File: config.mk
export PLATFORM = sky130hd
export DESIGN_NAME = pac_life_manager
export DESIGN_NICKNAME = d
export VERILOG_FILES = /design/src/rtl/pac_pkg.sv /design/src/rtl/pac_frame_counter.sv /design/src/rtl/pac_life_manager.sv
export SDC_FILE = /design/constraint.sdc
export NUM_CORES = 1
export LEC_CHECK = 0
export BUFFER_PORTS_ARGS = -buffer_cell sky130_fd_sc_hd__buf_2
export CAP_MARGIN = 20
export CORE_ASPECT_RATIO = 1.1
export CORE_UTILIZATION = 55
export CTS_CLUSTER_SIZE = 16
export DETAILED_ROUTE_END_ITERATION = 12
export HOLD_SLACK_MARGIN = 0.12
export PLACE_DENSITY = 0.77
export REMOVE_ABC_BUFFERS = 1
export SYNTH_ARGS = -nofsm -noshare
export SYNTH_HDL_FRONTEND = slang
export SYNTH_SLANG_ARGS = --single-unit
File: constraint.sdc
create_clock -name clk -period 1.9 [get_ports clk]
set_input_delay 0.285 -clock clk [delete_from_list [all_inputs] [get_ports clk]]
set_output_delay 0.285 -clock clk [all_outputs]
set_load 0.05 [all_outputs]
File: src/rtl/pac_pkg.sv
// Shared types and defaults for the Pac-Man life/death sequencing logic.
package pac_pkg;

    typedef enum logic [2:0] {
        ST_IDLE,
        ST_RESPAWN,
        ST_PLAY,
        ST_DYING,
        ST_OVER
    } pac_state_t;

    localparam int LIVES_W = 3;
    localparam int DEATH_W = 7;
    localparam int INV_W   = 8;

    localparam int LIVES_INIT_DEF    = 3;
    localparam int DEATH_FRAMES_DEF  = 60;
    localparam int INVULN_FRAMES_DEF = 120;

endpackage

File: src/rtl/pac_frame_counter.sv
// Loadable frame counter: steps once per enabled tick, holds at its terminal count.
module pac_frame_counter #(
    parameter int W      = 8,
    parameter int TC_VAL = 0
) (
    input  logic         clk,
    input  logic         rst,
    input  logic         tick,
    input  logic         load,
    input  logic         up,
    input  logic [W-1:0] load_val,
    output logic [W-1:0] count,
    output logic         tc
);

    // Up-counters stop at TC_VAL, down-counters stop at zero.
    assign tc = up ? (count == W'(TC_VAL)) : (count == '0);

    always_ff @(posedge clk or posedge rst) begin
        if (rst) begin
            count <= '0;
        end else if (load) begin
            count <= load_val;
        end else if (tick && !tc) begin
            count <= up ? count + 1'b1 : count - 1'b1;
        end
    end

endmodule

File: src/rtl/pac_life_manager.sv
// Life/death sequencer: freezes play on a collision, runs the death animation,
// decrements lives, respawns with an invulnerability window, and flags game over.
//
// state      | meaning
// -----------+-------------------------------------------------------------
// ST_IDLE    | after reset, frozen, waiting for start
// ST_RESPAWN | one cycle, respawn pulse, invulnerability window loaded
// ST_PLAY    | movement enabled, crash honoured once inv_cnt has drained
// ST_DYING   | frozen, death animation advancing on frame ticks
// ST_OVER    | no lives left, frozen, waiting for start
module pac_life_manager
    import pac_pkg::*;
#(
    parameter int LIVES_INIT    = LIVES_INIT_DEF,
    parameter int DEATH_FRAMES  = DEATH_FRAMES_DEF,
    parameter int INVULN_FRAMES = INVULN_FRAMES_DEF
) (
    input  logic               clk,
    input  logic               rst,
    input  logic               crash,
    input  logic               frame_tick,
    input  logic               start,
    output logic [LIVES_W-1:0] lives,
    output logic               freeze,
    output logic               respawn,
    output logic               invuln,
    output logic               dying,
    output logic [DEATH_W-1:0] death_frame,
    output logic               game_over
);

    pac_state_t         state;
    logic [INV_W-1:0]   inv_cnt;
    logic               inv_zero;
    logic               death_last;
    logic               hit;

    // Crash is judged against the pre-tick inv_cnt, so a tick that drains the
    // window does not also let the same-cycle crash through.
    assign hit    = (state == ST_PLAY) && crash && inv_zero;
    assign invuln = (state == ST_PLAY) && (inv_cnt != '0);

    pac_frame_counter #(
        .W      (INV_W),
        .TC_VAL (0)
    ) u_inv_cnt (
        .clk      (clk),
        .rst      (rst),
        .tick     ((state == ST_PLAY) && frame_tick),
        .load     (state == ST_RESPAWN),
        .up       (1'b0),
        .load_val (INV_W'(INVULN_FRAMES)),
        .count    (inv_cnt),
        .tc       (inv_zero)
    );

    pac_frame_counter #(
        .W      (DEATH_W),
        .TC_VAL (DEATH_FRAMES - 1)
    ) u_death_cnt (
        .clk      (clk),
        .rst      (rst),
        .tick     ((state == ST_DYING) && frame_tick),
        .load     (hit),
        .up       (1'b1),
        .load_val ('0),
        .count    (death_frame),
        .tc       (death_last)
    );

    always_ff @(posedge clk or posedge rst) begin
        if (rst) begin
            state     <= ST_IDLE;
            lives     <= LIVES_W'(LIVES_INIT);
            freeze    <= 1'b1;
            respawn   <= 1'b0;
            dying     <= 1'b0;
            game_over <= 1'b0;
        end else begin
            respawn <= 1'b0;
            case (state)
                ST_IDLE, ST_OVER: begin
                    if (start) begin
                        state     <= ST_RESPAWN;
                        lives     <= LIVES_W'(LIVES_INIT);
                        respawn   <= 1'b1;
                        freeze    <= 1'b1;
                        game_over <= 1'b0;
                    end
                end
                ST_RESPAWN: begin
                    state  <= ST_PLAY;
                    freeze <= 1'b0;
                end
                ST_PLAY: begin
                    if (hit) begin
                        state  <= ST_DYING;
                        lives  <= lives - 1'b1;
                        freeze <= 1'b1;
                        dying  <= 1'b1;
                    end
                end
                ST_DYING: begin
                    if (frame_tick && death_last) begin
                        dying <= 1'b0;
                        // lives was already decremented on DYING entry
                        if (lives == '0) begin
                            state     <= ST_OVER;
                            game_over <= 1'b1;
                        end else begin
                            state   <= ST_RESPAWN;
                            respawn <= 1'b1;
                        end
                    end
                end
                default: begin
                    state  <= ST_IDLE;
                    freeze <= 1'b1;
                    dying  <= 1'b0;
                end
            endcase
        end
    end

endmodule

==> results of run 1 <==
==> cell type report <==
class / instances / area (um^2)
Clock buffer: 3 / 22.5
Clock inverter: 1 / 5.00
Fill cell: 190 / 714
Inverter: 10 / 37.5
Multi-Input combinational cell: 96 / 654
Sequential cell: 25 / 632
Tap cell: 30 / 37.5
Timing Repair Buffer: 28 / 171
==> sequential cells by signal, indices dropped and copies added, names as in the netlist <==
register           count
dying                  1
freeze                 1
game_over              1
lives                  3
respawn                1
state                  3
u_death_cnt.count      7
u_inv_cnt.count        8
==> metal layers <==
| metal | share of wire, % | wire length [um] | track usage (%) | up-vias |
|---|---|---|---|---|
| met3 | 3.0 | 86 | 3.67 | 6 |
| met2 | 53 | 1510 | 46.3 | 28 |
| met1 | 43 | 1220 | 28.2 | 569 |
| li1 | - | - | - | 553 |
| met4 | 1.8 | 53 | 12.7 | 0 |
| met5 | 0 | 0 | 0 | - |
==> kinds of logic (layout without fill, tap and decap cells) <==
group	count (synthesis)	count (layout)	share of synthesized area, %
AOI/OAI and AO/OA	27	27	14.6
xor gates and xnor gates	4	4	2.62
DFF	25	25	47.0
buffers and inverters	14	42	4.30
muxes	5	5	3.83
adders and majority gates	4	4	3.74
and+or+nand+nor	56	56	23.9
==> cells in the final DEF, fill, tap and decap left out, types with 3 or more instances in the layout <==
cell type / instances
nand3_1: 7
a21oi_1: 7
clkbuf_4: 3
o31a_1: 3
nand4_1: 4
dfrtp_1: 20
buf_4: 8
nor2_1: 11
xor2_1: 3
and4_1: 3
dfstp_2: 3
inv_1: 10
nand2_1: 8
mux2i_1: 4
nor3_1: 8
ha_1: 3
buf_2: 18
==> where the power goes <==
part	total (mW)	internal [mW]	switching [mW]
logic	1.32	0.460	0.860
registers	0.956	0.750	0.206
clock network	0.236	0.0788	0.157
==> repair_timing <==
action                                  4_1_cts  5_1_grt
hold endpoints to repair                     22        0
buffers inserted                              3        0
endpoints found under the setup margin        1        1
hold buffers                                  1        0
resized for setup                             4        1
==> worst min path at each step <==
stage / endpoint / cells past startpoint
2_1_floorplan: dying / 1
3_5_place_dp: u_inv_cnt.count[4] / 3
5_1_grt: state[2] / 2
6_report: state[2] / 2
3_3_place_gp: u_inv_cnt.count[4] / 3
4_1_cts: state[2] / 2
==> impl_metrics.env, run 1 <==
export IMPL_post_dp_hpwl_um=2010
export IMPL_grt_start_max_net_pins=26
export IMPL_wire_per_inst_um=14.9
export IMPL_dp_cells=185
export IMPL_grt_first_pass_wirelength_um=4860
export IMPL_die_y_um=53.7
export IMPL_clock_latency_ns=0.31
export IMPL_timing_fmax_mhz=500
export IMPL_grt_antenna_before_repair=0
export IMPL_rsz0062_at_grt="yes"
export IMPL_status="finished with violations"
export IMPL_finish_utilization_pct=68.6
export IMPL_clk_pin_slew_ns=0.14
export IMPL_crit_family="simple AND/OR/NAND/NOR gates"
export IMPL_antennaDiodeCount=0
export IMPL_clock_skew_final_ns=0.00404
export IMPL_syn_inst=135
export IMPL_final_setup_tns_ns=-0.0994
export IMPL_cellLeakagePower_nw=0.739
export IMPL_io_buffer_count=19
export IMPL_synthMostInstantiatedCell="dfrtp_1"
export IMPL_crit_buf_inv=1
export IMPL_postLayoutCellArea_um2=1560
export IMPL_drc_errors=0
export IMPL_initial_core_util_pct=58.9
export IMPL_layout_drive_gt1_share_pct=25.8
export IMPL_cp_slowest_cell="or4_4"
export IMPL_firstDrtPassIters=5
export IMPL_vias=1156
export IMPL_post_place_ws_ns=0.130
export IMPL_hold_path_class="in2reg"
export IMPL_track_usage_pct=24.8
export IMPL_cts_buffer_depth=2
export IMPL_nets=173
export IMPL_ff2ff_setup_slack_ns=0.13
export IMPL_crit_fanout=3
export IMPL_synth_top_area_share_pct=41.1
export IMPL_violations="setup timing"
export IMPL_yosysUniqueCellTypes=43
export IMPL_critical_path_class="reg2out"
export IMPL_ys_warn_count=0
export IMPL_period_minus_slack_ns=2.00
export IMPL_numCtsBuffers=3
export IMPL_worstHoldStart="start"
export IMPL_setup_viol=1
export IMPL_dieArea_um2=2640
export IMPL_worst_setup_path_end_kind="output port"
export IMPL_place_congestion=0.788
export IMPL_ant_nets=0
export IMPL_grt_pass1_vias=1075
export IMPL_io_pins=20
export IMPL_cts_sinks=25
export IMPL_max_cap_viol_count=0
export IMPL_async_flop_share_pct=100
export IMPL_hold_violations=0
export IMPL_slowest_delay_ns=0.55
export IMPL_ys_top_cells_by_count="dfrtp_1 (22), nor2_1 (11), inv_1 (10), nand2_1 (8), nor3_1 (8)"
export IMPL_ys_flop_type="dfrtp_1"
export IMPL_tightest_slew_ns=0.360
export IMPL_setup_worst_path_end="invuln"
export IMPL_drv_slew=0
export IMPL_period_share_pct=105
export IMPL_drt_total_wl_um=2870
export IMPL_crit_chain="or4_4, o31a_1, buf_6"
export IMPL_yosysSeqAreaShare_pct=47.0
export IMPL_layout_setup_ws_ns=-0.0994
export IMPL_drt_iter0_drc=16
export IMPL_cts_root_buf="clkbuf_4"
export IMPL_worstReg2RegEnd="u_inv_cnt.count[3]"
export IMPL_crit_start="u_inv_cnt.count[2]"
export IMPL_crit_required_ns=1.62
export IMPL_hold_worst_slack_ns=0.160
export IMPL_cts_tree="done"
export IMPL_total_power_mw=2.51
export IMPL_core_area_um2=2270
export IMPL_relSlewSlack_pct=75.9
export IMPL_crit_cells=3
export IMPL_powerDensity_nw_per_um2=1610
export IMPL_fin_cells=193
export IMPL_synth_area_leaders="dfrtp_1 (41%), dfstp_2 (5.9%), ha_1 (3.7%), nor2_1 (3.1%), mux2i_1 (3.0%)"
export IMPL_start_kind="register"
export IMPL_synth_top_area_cell="dfrtp_1"
export IMPL_rows=18
export IMPL_vias_per_cell=5.99
export IMPL_die_w_um=49.0
export IMPL_worstPathArrival_ns=1.71
export IMPL_synth_area_um2=1340
export IMPL_synth_edf_count=0
export IMPL_placed_cell_area_um2=1490
export IMPL_synth_seq_cells=25
export IMPL_syn_to_final_growth_pct=16.5
export IMPL_synth_area_per_cell_um2=9.92
export IMPL_worst_ir_drop_vdd_uv=1220
export IMPL_rr_worst_depth=4
export IMPL_timing_rr_start="u_inv_cnt.count[2]"
export IMPL_overflow=0
export IMPL_htree_levels=1
(Power assumes the default switching activity.)
==> inputs of run 2 (changes only) <==
==> constraint.sdc (replaced) <==
create_clock -name clk -period 2.1 [get_ports clk]
set_input_delay 0.315 -clock clk [delete_from_list [all_inputs] [get_ports clk]]
set_output_delay 0.315 -clock clk [all_outputs]
set_load 0.05 [all_outputs]
==> run 2 against run 1 <==
Net effect:
- the flow now finishes without violations
- critical path depth did not move
- wire length fell by 4.2%
- sequential power fell by 7.5%
- non-clock buffer count fell by 4
- critical endpoint unchanged
- largest cell class unchanged
- largest power group unchanged
==> impl_metrics.env, run 2 (synthesis gave the netlist of run 1 again) <==
export IMPL_max_cap_viol_count=0
export IMPL_top_regs="u_inv_cnt.count: 8 flops, u_death_cnt.count: 7 flops"
export IMPL_clock_skew_final_ns=0.00589
export IMPL_clk_pin_slew_ns=0.14
export IMPL_overflow=0
export IMPL_finish_utilization_pct=67.3
export IMPL_grt_start_max_net_pins=26
export IMPL_ant_nets=0
export IMPL_fin_cells=189
export IMPL_slowest_delay_ns=0.55
export IMPL_worstPathArrival_ns=1.72
export IMPL_grt_antenna_before_repair=0
export IMPL_track_usage_pct=25.0
export IMPL_cts_tree="done"
export IMPL_die_w_um=49.0
export IMPL_rr_worst_depth=5
export IMPL_drt_total_wl_um=2750
export IMPL_crit_required_ns=1.78
export IMPL_final_setup_tns_ns=0
export IMPL_die_y_um=53.7
export IMPL_crit_buf_inv=1
export IMPL_place_congestion=0.804
export IMPL_worst_ir_drop_vdd_uv=1030
export IMPL_dieArea_um2=2640
export IMPL_layout_drive_gt1_share_pct=23.9
export IMPL_setup_viol=0
export IMPL_vias=1122
export IMPL_cts_sinks=25
export IMPL_hold_path_class="in2reg"
export IMPL_vias_per_cell=5.94
export IMPL_cellLeakagePower_nw=0.719
export IMPL_min_path_cells=2
export IMPL_mostFrequentLayoutCells="dfrtp_1 (20), buf_2 (18), nor2_1 (11), inv_1 (10)"
export IMPL_cts_buffer_depth=2
export IMPL_io_pins=20
export IMPL_grt_pass1_vias=1100
export IMPL_ff2ff_setup_slack_ns=0.20
export IMPL_start_kind="register"
export IMPL_rsz0062_at_grt="no"
export IMPL_rows=18
export IMPL_cp_slowest_cell="or4_4"
export IMPL_crit_fanout=3
export IMPL_crit_family="simple AND/OR/NAND/NOR gates"
export IMPL_grt_first_pass_wirelength_um=4820
export IMPL_crit_chain="or4_4, o31a_1, buf_6"
export IMPL_worstReg2RegEnd="lives[2]"
export IMPL_wire_per_inst_um=14.6
export IMPL_initial_core_util_pct=58.9
export IMPL_relSlewSlack_pct=65.0
export IMPL_tightest_slew_ns=0.520
export IMPL_io_buffer_count=19
export IMPL_syn_to_final_growth_pct=14.3
export IMPL_antennaDiodeCount=0
export IMPL_drc_errors=0
export IMPL_timing_rr_start="u_inv_cnt.count[2]"
export IMPL_period_share_pct=96.9
export IMPL_timing_fmax_mhz=491
export IMPL_period_minus_slack_ns=2.04
export IMPL_htree_levels=1
export IMPL_drt_iter0_drc=19
export IMPL_post_dp_hpwl_um=2000
export IMPL_regMostFlops="u_inv_cnt.count"
export IMPL_cts_root_buf="clkbuf_4"
export IMPL_status="finished, final reports clean"
export IMPL_dp_cells=182
export IMPL_final_common_cell="dfrtp_1"
export IMPL_numCtsBuffers=3
export IMPL_powerDensity_nw_per_um2=1440
export IMPL_hold_violations=0
export IMPL_largest_register_ffs=8
export IMPL_clock_latency_ns=0.32
export IMPL_drv_slew=0
export IMPL_nets=169
export IMPL_critical_path_class="reg2out"
export IMPL_worstHoldStart="start"
export IMPL_firstDrtPassIters=4
export IMPL_core_area_um2=2270
export IMPL_hold_path_end="state[2]"
export IMPL_worst_setup_path_end_kind="output port"
run 2: changes by cell type in the layout (fill, tap and decap cells not counted), sizes merged:
cell  previous run  this run
buf             27        23
run 2: routing by layer:
metal / global-route usage (%) / vias up / routed length, um
li1: - / 545 / -
met1: 27.7 / 552 / 1230
met2: 46.8 / 21 / 1400
met3: 3.39 / 4 / 75
met4: 15.2 / 0 / 46
met5: 0 / - / 0
run 2: power by group:
group | internal [mW] | switching [mW] | total, mW
combinational | 0.382 | 0.728 | 1.11
sequential | 0.679 | 0.205 | 0.884
clock | 0.0713 | 0.146 | 0.217
run 2: layout make-up:
type                            instances  area (um^2)
Timing Repair Buffer                   24          141
Inverter                               10         37.5
Sequential cell                        25          632
Clock inverter                          1         5.00
Clock buffer                            3         22.5
Fill cell                             204          744
Tap cell                               30         37.5
Multi-Input combinational cell         96          654
run 2: worst max path at each step:
| stage | to | slack [ns] | cells past startpoint | start |
|---|---|---|---|---|
| 2_1_floorplan | dying | 0.29 | 5 | u_death_cnt.count[0] |
| 3_3_place_gp | invuln | 0.35 | 3 | u_inv_cnt.count[2] |
| 3_5_place_dp | lives[2] | 0.28 | 4 | u_inv_cnt.count[2] |
| 4_1_cts | invuln | 0.03 | 3 | u_inv_cnt.count[2] |
| 5_1_grt | invuln | 0.01 | 3 | u_inv_cnt.count[2] |
| 6_report | invuln | 0.06 | 3 | u_inv_cnt.count[2] |
run 2: timing repair:
action | CTS | global route
endpoints found under the hold margin | 22 | 0
setup endpoints to repair | 1 | 1
resized for setup | 2 | 4
hold buffers | 1 | 0
setup buffers | 2 | 0
run 2: worst register-to-register path, cell delays in order, from the launching register on:
cell and delay (ns):
dfrtp_2 0.43, buf_4 0.16, nor4_2 0.52, nand4_1 0.24, mux2_1 0.36, mux2i_1 0.14
run 2: stage by stage:
step / worst slack [ns] / cell area, um^2 / hold WS [ns] / power, mW
3_5_place_dp: 0.281 / 1470 / 0.382 / 1.95
4_1_cts: 0.0251 / 1520 / 0.181 / 2.20
2_1_floorplan: 0.286 / 1320 / 0.340 / 1.70
3_3_place_gp: 0.352 / 1470 / 0.375 / 1.90
6_report: 0.0647 / 1530 / 0.190 / 2.21
5_1_grt: 0.0106 / 1530 / 0.190 / 2.38
